**src/rtl/keypad_entry_scanner.sv**
```systemverilog
// keypad_entry_scanner
// Scans a ROWS x COLS matrix keypad one row at a time, debounces press and
// release, encodes one key per press as row*COLS+col and accumulates BCD
// digits with clear / backspace / enter editing. entry_state is a one-hot
// copy of digit_count for the entry-progress LEDs.
// Optional build macro: KEYPAD_AUTOREPEAT_EN (auto-repeat of a held key).
module keypad_entry_scanner #(
    parameter int ROWS     = 4,
    parameter int COLS     = 4,
    parameter int SCAN_DIV = 1000,
    parameter int DEBOUNCE = 4,
    parameter int DIGITS   = 4
) (
    input  logic                         clk,
    input  logic                         rst,
    input  logic [COLS-1:0]              col_in,
    output logic [ROWS-1:0]              row_out,
    output logic [$clog2(ROWS*COLS)-1:0] key_code,
    output logic                         key_valid,
    output logic [4*DIGITS-1:0]          value_out,
    output logic [$clog2(DIGITS+1)-1:0]  digit_count,
    output logic                         done,
    output logic                         overflow,
    output logic [DIGITS:0]              entry_state
);

    localparam int KW   = $clog2(ROWS * COLS);
    localparam int CW   = $clog2(DIGITS + 1);
    localparam int VW   = 4 * DIGITS;
    localparam int DIVW = (SCAN_DIV > 1) ? $clog2(SCAN_DIV) : 1;
    localparam int RW   = (ROWS > 1) ? $clog2(ROWS) : 1;
    localparam int CLW  = (COLS > 1) ? $clog2(COLS) : 1;
    localparam int DBW  = $clog2(DEBOUNCE + 1);

    typedef enum logic [1:0] {
        ST_SCAN     = 2'd0,
        ST_DEBOUNCE = 2'd1,
        ST_HELD     = 2'd2
    } state_t;

    state_t          state_r;
    logic [DIVW-1:0] div_cnt_r;
    logic [RW-1:0]   row_idx_r;
    logic [CLW-1:0]  lat_col_r;
    logic [DBW-1:0]  deb_cnt_r;
    logic            after_done_r;
`ifdef KEYPAD_AUTOREPEAT_EN
    logic [4:0]      rep_cnt_r;
`endif

    logic            strobe_s;
    logic [COLS-1:0] active_s;
    logic            any_s;
    logic [CLW-1:0]  low_col_s;
    logic            lat_active_s;
    logic [31:0]     code_s;

    // Lowest-index active column wins when several are closed
    function automatic logic [CLW-1:0] lowest_col(input logic [COLS-1:0] act);
        logic [CLW-1:0] idx;
        idx = '0;
        for (int i = COLS - 1; i >= 0; i--) begin
            if (act[i]) begin
                idx = CLW'(i);
            end
        end
        return idx;
    endfunction

    function automatic logic [RW-1:0] next_row(input logic [RW-1:0] r);
        return (r == RW'(ROWS - 1)) ? '0 : r + RW'(1);
    endfunction

    // One-cold drive pattern for a given row
    function automatic logic [ROWS-1:0] row_drive(input logic [RW-1:0] r);
        logic [ROWS-1:0] pat;
        pat    = '1;
        pat[r] = 1'b0;
        return pat;
    endfunction

    function automatic logic [KW-1:0] encode_key(input logic [RW-1:0] r, input logic [CLW-1:0] c);
        logic [31:0] full;
        full = 32'(r) * 32'(COLS) + 32'(c);
        return full[KW-1:0];
    endfunction

    function automatic logic [DIGITS:0] one_hot(input logic [CW-1:0] n);
        logic [DIGITS:0] oh;
        oh    = '0;
        oh[n] = 1'b1;
        return oh;
    endfunction

    assign strobe_s     = (div_cnt_r == DIVW'(SCAN_DIV - 1));
    assign active_s     = ~col_in;
    assign any_s        = |active_s;
    assign low_col_s    = lowest_col(active_s);
    assign lat_active_s = active_s[lat_col_r];
    assign code_s       = 32'(key_code);

    // Dwell counter, row scan and press/release debounce state machine
    always_ff @(posedge clk or negedge rst) begin
        if (!rst) begin
            state_r   <= ST_SCAN;
            div_cnt_r <= '0;
            row_idx_r <= '0;
            row_out   <= {{(ROWS-1){1'b1}}, 1'b0};
            lat_col_r <= '0;
            deb_cnt_r <= '0;
            key_code  <= '0;
            key_valid <= 1'b0;
`ifdef KEYPAD_AUTOREPEAT_EN
            rep_cnt_r <= 5'd0;
`endif
        end else begin
            key_valid <= 1'b0;
            if (strobe_s) begin
                div_cnt_r <= '0;
            end else begin
                div_cnt_r <= div_cnt_r + DIVW'(1);
            end
            if (strobe_s) begin
                case (state_r)
                    ST_SCAN: begin
                        if (any_s) begin
                            lat_col_r <= low_col_s;
                            if (DEBOUNCE <= 1) begin
                                key_code  <= encode_key(row_idx_r, low_col_s);
                                key_valid <= 1'b1;
                                deb_cnt_r <= '0;
                                state_r   <= ST_HELD;
                            end else begin
                                deb_cnt_r <= DBW'(1);
                                state_r   <= ST_DEBOUNCE;
                            end
                        end else begin
                            row_idx_r <= next_row(row_idx_r);
                            row_out   <= row_drive(next_row(row_idx_r));
                        end
                    end
                    ST_DEBOUNCE: begin
                        if (!lat_active_s) begin
                            state_r   <= ST_SCAN;
                            row_idx_r <= next_row(row_idx_r);
                            row_out   <= row_drive(next_row(row_idx_r));
                        end else if (deb_cnt_r + DBW'(1) == DBW'(DEBOUNCE)) begin
                            key_code  <= encode_key(row_idx_r, lat_col_r);
                            key_valid <= 1'b1;
                            deb_cnt_r <= '0;
                            state_r   <= ST_HELD;
                        end else begin
                            deb_cnt_r <= deb_cnt_r + DBW'(1);
                        end
                    end
                    ST_HELD: begin
                        if (lat_active_s) begin
`ifdef KEYPAD_AUTOREPEAT_EN
                            // First repeat after 16 held samples, then every 4
                            deb_cnt_r <= '0;
                            if (rep_cnt_r == 5'd15 || rep_cnt_r == 5'd19) begin
                                key_valid <= 1'b1;
                                rep_cnt_r <= 5'd16;
                            end else begin
                                rep_cnt_r <= rep_cnt_r + 5'd1;
                            end
`else
                            deb_cnt_r <= '0;
`endif
                        end else begin
`ifdef KEYPAD_AUTOREPEAT_EN
                            rep_cnt_r <= 5'd0;
`endif
                            if (deb_cnt_r + DBW'(1) == DBW'(DEBOUNCE)) begin
                                deb_cnt_r <= '0;
                                state_r   <= ST_SCAN;
                                row_idx_r <= next_row(row_idx_r);
                                row_out   <= row_drive(next_row(row_idx_r));
                            end else begin
                                deb_cnt_r <= deb_cnt_r + DBW'(1);
                            end
                        end
                    end
                    default: begin
                        state_r <= ST_SCAN;
                    end
                endcase
            end
        end
    end

    // BCD accumulator and editing, applied the cycle after each accepted key
    always_ff @(posedge clk or negedge rst) begin
        if (!rst) begin
            value_out    <= '0;
            digit_count  <= '0;
            entry_state  <= {{DIGITS{1'b0}}, 1'b1};
            done         <= 1'b0;
            overflow     <= 1'b0;
            after_done_r <= 1'b0;
        end else begin
            done <= 1'b0;
            if (key_valid) begin
                if (code_s <= 32'd9) begin
                    if (after_done_r) begin
                        value_out    <= VW'(code_s[3:0]);
                        digit_count  <= CW'(1);
                        entry_state  <= one_hot(CW'(1));
                        overflow     <= 1'b0;
                        after_done_r <= 1'b0;
                    end else if (digit_count < CW'(DIGITS)) begin
                        value_out   <= (value_out << 4) | VW'(code_s[3:0]);
                        digit_count <= digit_count + CW'(1);
                        entry_state <= one_hot(digit_count + CW'(1));
                    end else begin
                        overflow <= 1'b1;
                    end
                end else if (code_s == 32'd10) begin
                    value_out    <= '0;
                    digit_count  <= '0;
                    entry_state  <= one_hot(CW'(0));
                    overflow     <= 1'b0;
                    after_done_r <= 1'b0;
                end else if (code_s == 32'd11) begin
                    after_done_r <= 1'b0;
                    if (digit_count != CW'(0)) begin
                        value_out   <= value_out >> 4;
                        digit_count <= digit_count - CW'(1);
                        entry_state <= one_hot(digit_count - CW'(1));
                    end else begin
                        value_out <= value_out;
                    end
                end else if (code_s == 32'd12) begin
                    done         <= 1'b1;
                    after_done_r <= 1'b1;
                end else begin
                    after_done_r <= after_done_r;
                end
            end
        end
    end

endmodule

```
**config.mk**
```make
export PLATFORM = sky130hd
export DESIGN_NAME = keypad_entry_scanner
export DESIGN_NICKNAME = d
export VERILOG_FILES = /design/src/rtl/keypad_entry_scanner.sv
export SDC_FILE = /design/constraint.sdc
export NUM_CORES = 1
export LEC_CHECK = 0
export ABC_AREA = 1
export CAP_MARGIN = 20
export CORE_MARGIN = 1.5
export CORE_UTILIZATION = 59
export DETAILED_ROUTE_END_ITERATION = 16
export HOLD_SLACK_MARGIN = 0.06
export PLACE_DENSITY = 0.91
export SLEW_MARGIN = 20
export SYNTH_ARGS = -nofsm -noshare
export SYNTH_HDL_FRONTEND = slang
export SYNTH_SLANG_ARGS = --single-unit
```
**constraint.sdc**
```tcl
create_clock -name clk -period 2.3 [get_ports clk]
set_input_delay 0.46 -clock clk [delete_from_list [all_inputs] [get_ports clk]]
set_output_delay 0.46 -clock clk [all_outputs]
set_load 0.005 [all_outputs]
```
==> flow_metrics.py <==
metrics = {
    "status": {
        "status": "complete, no violations",
    },
    "cts": {
        "clock-root-buffer": "clkbuf_8",
        "clk_pin_slew_ps": 100,
        "numCtsBuffers": 5,
        "clock_latency_ps": 320,
        "cts.sinks": 55,
        "cts_tree": "done",
        "post_cts_buffers": 0,
        "postCtsHoldBufs": 0,
        "postCtsResizedCells": 0,
        "htree_levels": 2,
        "clock_path_buffers": 2,
    },
    "setup_path": {
        "worstPathRequired_ps": 1840,
        "start_kind": "register",
        "end_kind": "output port",
        "rr_startpoint": "deb_cnt_r[0]$_DFFE_PN0P_",
        "arrival_ps": 1380,
        "critPathKind": "register to output port",
        "r2r_slack_ps": 460,
        "ff2ff_path_depth": 7,
        "reg2reg_to": "row_out[0]$_DFFE_PN0P_",
        "cpMaxStageDelayCell": "clkdlybuf4s50_1",
        "critical_path_depth": 1,
        "critical_path.max_stage_delay_ps": 560,
        "crit_fanout": 6,
        "cp_num_buf_inv": 1,
        "crit_chain": "clkdlybuf4s50_1",
        "cp_top_family": "buffers and inverters",
    },
    "power": {
        "ir_drop_mv": 0.2790,
        "p_per_area_nw_per_um2": 435.8,
        "fin_total_pwr_mw": 1.572,
        "leakagePower_nw": 1.745,
    },
    "global_route": {
        "grt_pass1_wl_um": 11590,
        "grt_max_degree": 30,
        "grt_pass1_vias": 2620,
        "grt_usage_pct": 27.00,
        "grt_overflow": 0,
        "grt_antenna_before_repair": 0,
    },
    "sta": {
        "tightestPinTransition_ps": 611.9,
        "clock_skew_ps": 12.66,
        "finalCritPeriodShare_pct": 79.98,
        "slew_headroom_pct": 59.21,
        "report.final.slew_viol_count": 0,
        "setup_tns_ps": 0,
        "fmax_mhz": 543.6,
        "rsz0062_at_grt": "no",
        "hold_viol_final": 0,
        "layout_min_cycle_time_ps": 1840,
        "setup_viol": 0,
    },
    "floorplan": {
        "die_w_um": 74.64,
        "coreArea_um2": 4848,
        "start_util_pct": 62.45,
        "num_rows": 25,
        "die-area_um2": 5571,
        "boundaryPins": 41,
        "die_h_um": 74.64,
    },
    "finish": {
        "nets": 445,
        "drive_above_1_share_pct": 9.859,
        "syn_to_final_growth_pct": 19.09,
        "antenna_cells": 0,
        "fill_cells": 369,
    },
    "routing": {
        "wirelength_um": 6889,
        "drtPass1Iterations": 4,
        "post-route-drc-count": 0,
        "avgViaCountPerCell": 5.505,
        "ant_nets": 0,
        "drt_iter0_markers": 260,
        "wire_per_inst_um": 13.97,
        "vias": 2714,
    },
    "synth": {
        "synth_warnings": 0,
        "avgSynthCellArea_um2": 7.989,
        "yosysSeqAreaShare_pct": 45.62,
        "synth.distinct_cells": 27,
        "synth_edf_count": 0,
        "synthFlopType": "dfrtp_1",
        "ys_ff_latch": 55,
        "synth_area_um2": 3028,
        "synth_cells": 379,
        "async_flop_share_pct": 100.0,
        "synth.net_count": 399,
    },
    "placed_design": {
        "dp_hpwl_um": 4910,
        "portBuffers": 40,
        "gp_congestion": 0.8774,
    },
    "min_path": {
        "hold_class": "input pin to asynchronous set/reset pin",
    },
    "run": {
        "drv_cap": 0,
    },
}
power breakdown:
| group | switching (mW) | internal [mW] |
|---|---|---|
| Combinational | 0.0295 | 0.0136 |
| Clock | 0.318 | 0.244 |
| Sequential | 0 | 0.967 |
| Total | 0.348 | 1.22 |
layer usage:
| metal | track usage (%) | vias to the layer above | part of all wire [%] |
|---|---|---|---|
| met1 | 34.71 | 1280 | 42 |
| met3 | 4.685 | 12 | 6.5 |
| met5 | 0 | - | 0 |
| li1 | - | 1323 | - |
| met4 | 10.10 | 0 | 1.4 |
| met2 | 46.03 | 99 | 50 |
cell usage after synthesis (4+ instances only):
cell type  number  area (um2)
nand2_1       127       476.7
dfrtp_1        51        1276
o21ai_0        24       120.1
buf_6           4       45.04
nand4_1        11       68.82
dfstp_2         4       105.1
nor2_1         29       108.9
inv_1          44       165.2
a22oi_1        12       90.09
ha_1           14       175.2
o21ai_1         4       20.02
o21ai_2        10       87.58
nand3_1        17       85.08
logic make-up (layout without fill, tap and decap cells):
kind of cell	Yosys count	after routing	synth area share (%)
simple gates	199	199	28.51
compound gates	56	56	11.69
flops	55	55	45.62
buf+inv	52	99	7.521
fa+ha+maj	14	14	5.785
xor+xnor	3	3	0.8679
through the flow:
step / instances / cell area (um2) / worst slack (ps) / hold WS (ps) / utilization [%]
final: 493 / 3606 / 460.5 / 137.1 / 74.37
after global routing: 493 / 3606 / 235.6 / 193.8 / 74.37
after CTS: 493 / 3606 / 469.2 / 163.3 / 74.37
after detailed placement: 485 / 3515 / 280.4 / 458.1 / 72.49
after global placement: 485 / 3515 / 381.4 / 455.4 / 72.49
after floorplan: 379 / 3028 / 736.0 / 164.4 / -
how the worst max path moves through the flow:
stage / from / endpoint / slack (ps)
floorplan: deb_cnt_r[0]$_DFFE_PN0P_ / row_idx_r[0]$_DFFE_PN0P_ / 740
global placement: col_in[1] / row_out[0]$_DFFE_PN0P_ / 380
detailed placement: col_in[1] / row_idx_r[0]$_DFFE_PN0P_ / 280
CTS: key_code[3]$_DFFE_PN0P_ / key_code[3] / 470
global route: deb_cnt_r[0]$_DFFE_PN0P_ / row_out[0]$_DFFE_PN0P_ / 240
finish: key_code[3]$_DFFE_PN0P_ / key_code[3] / 460
registers in the layout, summed over array words and instances, names as in the netlist, 3 cells and up:
| signal | count |
|---|---|
| deb_cnt_r | 3 |
| digit_count | 3 |
| div_cnt_r | 10 |
| entry_state | 5 |
| key_code | 4 |
| row_out | 4 |
| value_out | 16 |
cells in the final DEF (no fill, tap or decap), types with 3 or more instances in the layout:
cell type	Yosys	layout
o21ai_2	10	10
nor2_1	29	29
xor2_1	3	3
nand3_1	17	17
buf_4	0	3
a21oi_1	3	3
clkdlybuf4s50_1	0	39
dfstp_2	4	4
nor3_1	3	3
o21ai_1	4	4
ha_1	14	14
nand4_1	11	11
nand2_1	127	127
clkbuf_8	0	6
nand3_2	3	3
dfrtp_1	51	51
o21ai_0	24	24
inv_1	44	44
a22oi_1	12	12
cell type report:
cell class / count / area (um2) / area share [%]
Multi-Input combinational cell: 272 / 1419 / 39.35
Sequential cell: 55 / 1381 / 38.31
Timing Repair Buffer: 45 / 457.9 / 12.70
Inverter: 46 / 172.7 / 4.788
Clock buffer: 7 / 86.33 / 2.394
Tap cell: 67 / 83.83 / 2.325
Clock inverter: 1 / 5.005 / 0.1388
Note: power is estimated with default switching activity, not from simulation.
